[config.mk]
export PLATFORM = sky130hd
export DESIGN_NAME = btn_ctrl
export DESIGN_NICKNAME = d
export VERILOG_FILES = /design/src/rtl/btn_ctrl.sv
export SDC_FILE = /design/constraint.sdc
export NUM_CORES = 1
export LEC_CHECK = 0
export CORE_UTILIZATION = 32
export CTS_CLUSTER_DIAMETER = 30
export DETAILED_ROUTE_END_ITERATION = 8
export PLACE_DENSITY = 0.47
export SLEW_MARGIN = 0
export SYNTH_ARGS = -nofsm -noshare
export SYNTH_HDL_FRONTEND = slang
export SYNTH_SLANG_ARGS = --single-unit
[constraint.sdc]
create_clock -name clk -period 5.65 [get_ports clk]
set_clock_uncertainty 0.15 [all_clocks]
set_input_delay 0.565 -clock clk [delete_from_list [all_inputs] [get_ports clk]]
set_output_delay 0.565 -clock clk [all_outputs]
set_load 0.02 [all_outputs]
[src/rtl/btn_ctrl.sv]
// Push-button conditioner: per-button 2-FF synchroniser and debouncer,
// frame-aligned move levels and a rate-limited, frame-aligned fire pulse.
module btn_ctrl #(
  parameter int DEBOUNCE_CYCLES = 500000,
  parameter int DB_W            = 20,
  parameter int COOLDOWN_FRAMES = 15,
  parameter int CD_W            = 4
) (
  input  logic       clk,
  input  logic       reset_n,
  input  logic       btn_left_raw,
  input  logic       btn_right_raw,
  input  logic       btn_fire_raw,
  input  logic       frame_tick,
  output logic       move_left,
  output logic       move_right,
  output logic       fire,
  output logic [2:0] btn_state
);

  localparam int              NCH     = 3;
  localparam logic [DB_W-1:0] DB_LAST = DB_W'(DEBOUNCE_CYCLES - 1);
  localparam logic [CD_W-1:0] CD_LOAD = CD_W'(COOLDOWN_FRAMES);
  localparam logic [CD_W-1:0] CD_ONE  = CD_W'(1);

  localparam int CH_LEFT  = 0;
  localparam int CH_RIGHT = 1;
  localparam int CH_FIRE  = 2;

  typedef enum logic [1:0] {
    READY    = 2'd0,
    PENDING  = 2'd1,
    COOLDOWN = 2'd2
  } fire_state_t;

  logic [NCH-1:0] raw;
  logic [NCH-1:0] sync_meta;
  logic [NCH-1:0] sync_q;
  logic [NCH-1:0] st;

  assign raw = {btn_fire_raw, btn_right_raw, btn_left_raw};

  // NOTE: sequential state uses non-blocking assignments so every register
  // samples the pre-edge value of its neighbours, like real flip-flops.
  always_ff @(posedge clk or negedge reset_n) begin
    if (!reset_n) begin
      sync_meta <= '0;
      sync_q    <= '0;
    end else begin
      sync_meta <= raw;
      sync_q    <= sync_meta;
    end
  end

  // The counter only advances while the synchronised input disagrees with
  // the accepted level; any agreement restarts the qualification window.
  for (genvar i = 0; i < NCH; i++) begin : g_debounce
    logic [DB_W-1:0] cnt;
    logic            st_q;

    always_ff @(posedge clk or negedge reset_n) begin
      if (!reset_n) begin
        cnt  <= '0;
        st_q <= 1'b0;
      end else if (sync_q[i] == st_q) begin
        cnt <= '0;
      end else if (cnt == DB_LAST) begin
        st_q <= sync_q[i];
        cnt  <= '0;
      end else begin
        cnt <= cnt + 1'b1;
      end
    end

    assign st[i] = st_q;
  end

  assign btn_state = st;

  always_ff @(posedge clk or negedge reset_n) begin
    if (!reset_n) begin
      move_left  <= 1'b0;
      move_right <= 1'b0;
    end else if (frame_tick) begin
      move_left  <= st[CH_LEFT] & ~st[CH_RIGHT];
      move_right <= st[CH_RIGHT] & ~st[CH_LEFT];
    end
  end

  fire_state_t     state, state_next;
  logic [CD_W-1:0] cd, cd_next;
  logic            st_fire_q;
  logic            fire_rise;

  assign fire_rise = st[CH_FIRE] & ~st_fire_q;

  always_ff @(posedge clk or negedge reset_n) begin
    if (!reset_n) begin
      state     <= READY;
      cd        <= '0;
      st_fire_q <= 1'b0;
    end else begin
      state     <= state_next;
      cd        <= cd_next;
      st_fire_q <= st[CH_FIRE];
    end
  end

  // NOTE: every signal written here gets a default first, so no path through
  // the case can leave one unassigned and infer a latch.
  always_comb begin
    state_next = state;
    cd_next    = cd;
    fire       = 1'b0;
    case (state)
      READY: begin
        // A press seen in a tick cycle is armed here and fires on the next tick.
        if (fire_rise) state_next = PENDING;
      end
      PENDING: begin
        if (frame_tick) begin
          fire = 1'b1;
          if (COOLDOWN_FRAMES == 0) begin
            state_next = READY;
          end else begin
            cd_next    = CD_LOAD;
            state_next = COOLDOWN;
          end
        end
      end
      COOLDOWN: begin
        if (frame_tick) begin
          cd_next = cd - 1'b1;
          if (cd == CD_ONE) state_next = READY;
        end
      end
      default: state_next = READY;
    endcase
  end

endmodule

==> impl_metrics.env <==
export IMPL_cp_common_cell="clkdlybuf4s50_1"
export IMPL_dr_pass1_iters=6
export IMPL_via_per_inst=5.02
export IMPL_arrival_ns=2.24
export IMPL_drt_initial_drc_count=181
export IMPL_violations="design-rule violations"
export IMPL_start_util=0.331
export IMPL_worstHoldPathType="reg -> reg"
export IMPL_grt_overflow=0
export IMPL_syn_area_per_cell_sq_um=9.97
export IMPL_ys_seq_elements=78
export IMPL_critPathSlowestCell="clkdlybuf4s50_1"
export IMPL_slowest_delay_ns=0.67
export IMPL_max_freq_ghz=0.338
export IMPL_wl_microns=7240
export IMPL_drc=5
export IMPL_htree_levels=3
export IMPL_antenna_found_initial=0
export IMPL_fp_dieW_microns=111
export IMPL_dpl_cell_count=526
export IMPL_ant_nets=0
export IMPL_dieArea_sq_um=12300
export IMPL_crit_family="buffers and inverters"
export IMPL_period_share=0.524
export IMPL_fin_cells=542
export IMPL_synth_warnings=0
export IMPL_cts_resized_gates=0
export IMPL_drive_gt1_frac=0.0702
export IMPL_synth_edff_count=0
export IMPL_finish_utilization=0.380
export IMPL_hold_buffers=0
export IMPL_synth_ff_type="dfrtp_1"
export IMPL_cap_violations=0
export IMPL_period_needed_ns=2.96
export IMPL_gp_congestion=0.752
export IMPL_clock_latency_ns=0.33
export IMPL_grt_max_degree=79
export IMPL_grt_pass1_vias=2679
export IMPL_cts_buffer_depth=2
export IMPL_slew_headroom=0.340
export IMPL_path_cells="clkdlybuf4s50_1 > inv_1 > nor3_1 > clkdlybuf4s50_1"
export IMPL_p_leak_nw=1.68
export IMPL_grt_pass1_wl_microns=13000
export IMPL_synthArstFlopShare=1.00
export IMPL_place_hpwl_microns=4780
export IMPL_cp_start_kind="primary input"
export IMPL_fin_area_sq_um=4370
export IMPL_vias=2722
export IMPL_yosysSeqAreaShare=0.512
export IMPL_rows=39
export IMPL_critPathRequiredTime_ns=4.93
export IMPL_cts_root_buf="clkbuf_16"
export IMPL_status="finished with violations"
export IMPL_wire_per_inst_microns=13.4
export IMPL_port_buffers=11
export IMPL_endpoint_kind="primary output"
export IMPL_track_usage=0.131
export IMPL_vdd_drop_max_mv=0.148
export IMPL_r2r_slack_ns=3.24
export IMPL_post_cts_buffers=0
export IMPL_cts_tree="done"
export IMPL_placed_area_sq_um=4040
export IMPL_antennaDiodeCount=0
export IMPL_finalSetupViolations=0
export IMPL_core_sq_um=11500
export IMPL_fin_nets=405
export IMPL_cts_buffers=9
export IMPL_cts_clk_slew_worst_paths_ns=0.06
export IMPL_synthCells=382
export IMPL_finalMaxSlewViolations=0
export IMPL_ioPinCount=12
export IMPL_synth_nets=393
export IMPL_clock_sinks=78
export IMPL_crit_type="in -> out"
export IMPL_cp_max_fo=10
export IMPL_cp_num_buf_inv=3
export IMPL_synthDistinctLibCells=41
export IMPL_hold_violations=0
export IMPL_worst_pin_slew_ns=0.991
export IMPL_syn2layout_area_growth_pct=14.7
export IMPL_power_density_nw_per_um2=305
export IMPL_total_power_w=0.00133
export IMPL_rsz0062_at_grt="false"
export IMPL_finalSetupTns_ns=0
export IMPL_die_y_microns=111
export IMPL_syn_area_sq_um=3810
[cells by family after synthesis]
family,count (synthesis),share of synthesized area
AND/OR/NAND/NOR,180,0.252
flip-flops,78,0.512
XOR/XNOR,47,0.108
AO/OA/AOI/OAI,36,0.0581
buffers and inverters,30,0.0361
multiplexers,6,0.0167
adder cells (fa/ha/maj),5,0.0164
[state kept, by name, summed over array words and instances (netlist names)]
| register | count |
|---|---|
| g_debounce.cnt | 60 |
| cd | 4 |
| st_fire_q | 1 |
| state | 2 |
| sync_meta | 3 |
| move_right | 1 |
| g_debounce.st_q | 3 |
| sync_q | 3 |
| move_left | 1 |
[cell usage after synthesis (all sizes together), types with 4 or more instances]
cell type	number	area share
ha	5	0.016
buf	7	0.013
nand4	21	0.038
dfrtp	78	0.51
xnor2	34	0.078
nor4b	6	0.014
xor2	13	0.030
or4	5	0.0099
nor4	18	0.031
a21oi	18	0.024
clkbuf	4	0.0046
nor3	8	0.011
o21ai	8	0.011
inv	19	0.019
nand2	11	0.011
o31ai	5	0.0099
nand3	26	0.034
or3	6	0.011
nor2	65	0.064
[per-layer routing]
metal,global-route usage,part of all wire,up-vias
li1,-,-,1370
met1,0.176,0.51,1316
met2,0.203,0.45,28
met3,0.0366,0.026,8
met4,0.0459,0.013,0
met5,0,0,-
[cells in the final DEF (no fill, tap or decap), types with 2 or more instances in the layout]
cell type,Yosys,final
o21ai_0,8,8
and4_1,3,3
nor4b_1,6,6
xor2_1,13,13
nand3b_1,3,3
nor2_1,65,65
xnor2_1,34,34
clkdlybuf4s50_1,0,10
nand4_1,20,20
nor3_1,8,8
buf_4,3,2
bufinv_16,0,2
o31ai_1,5,5
or3_1,5,5
nand2_1,11,11
or4_1,5,5
dfrtp_1,78,78
clkbuf_16,0,9
clkbuf_8,0,2
mux2_2,3,3
mux2i_1,3,3
inv_1,19,19
nor4_1,17,17
nand3_1,26,26
and3_1,2,2
ha_1,5,5
a21oi_1,18,18
[worst paths after layout]
path | start | end | cells after the start
setup / recovery | frame_tick | fire | 4
setup reg to reg | g_debounce[1].cnt[0] | g_debounce[1].cnt[11] | 5
hold reg to reg | sync_meta[2] | sync_q[2] | 0
hold / removal | sync_meta[2] | sync_q[2] | 0
max in group asynchronous | reset_n | cd[2] | 1
min in group asynchronous | reset_n | g_debounce[0].cnt[12] | 1
[report_power, final]
group | leakage, nW | switching [W] | internal [W]
Sequential | 1.06 | 0.0000335 | 0.000583
Clock | 0.162 | 0.000222 | 0.000411
Combinational | 0.460 | 0.0000483 | 0.0000362
[stage by stage]
step / hold slack, ns / worst slack (ns)
final: 0.202 / 2.69
after global routing: 0.215 / 2.63
after CTS: 0.202 / 2.70
after detailed placement: 0.186 / 2.70
after global placement: 0.183 / 2.72
after floorplan: 0.119 / 3.50
[area by class of cell]
type / count / area (sq um)
Tap cell: 143 / 179
Timing Repair Buffer: 12 / 115
Multi-Input combinational cell: 274 / 1720
Clock buffer: 11 / 253
Clock inverter: 5 / 81.3
Sequential cell: 78 / 1950
Inverter: 19 / 71.3
Fill cell: 1153 / 7140
Power figures use the tool's default switching activity.
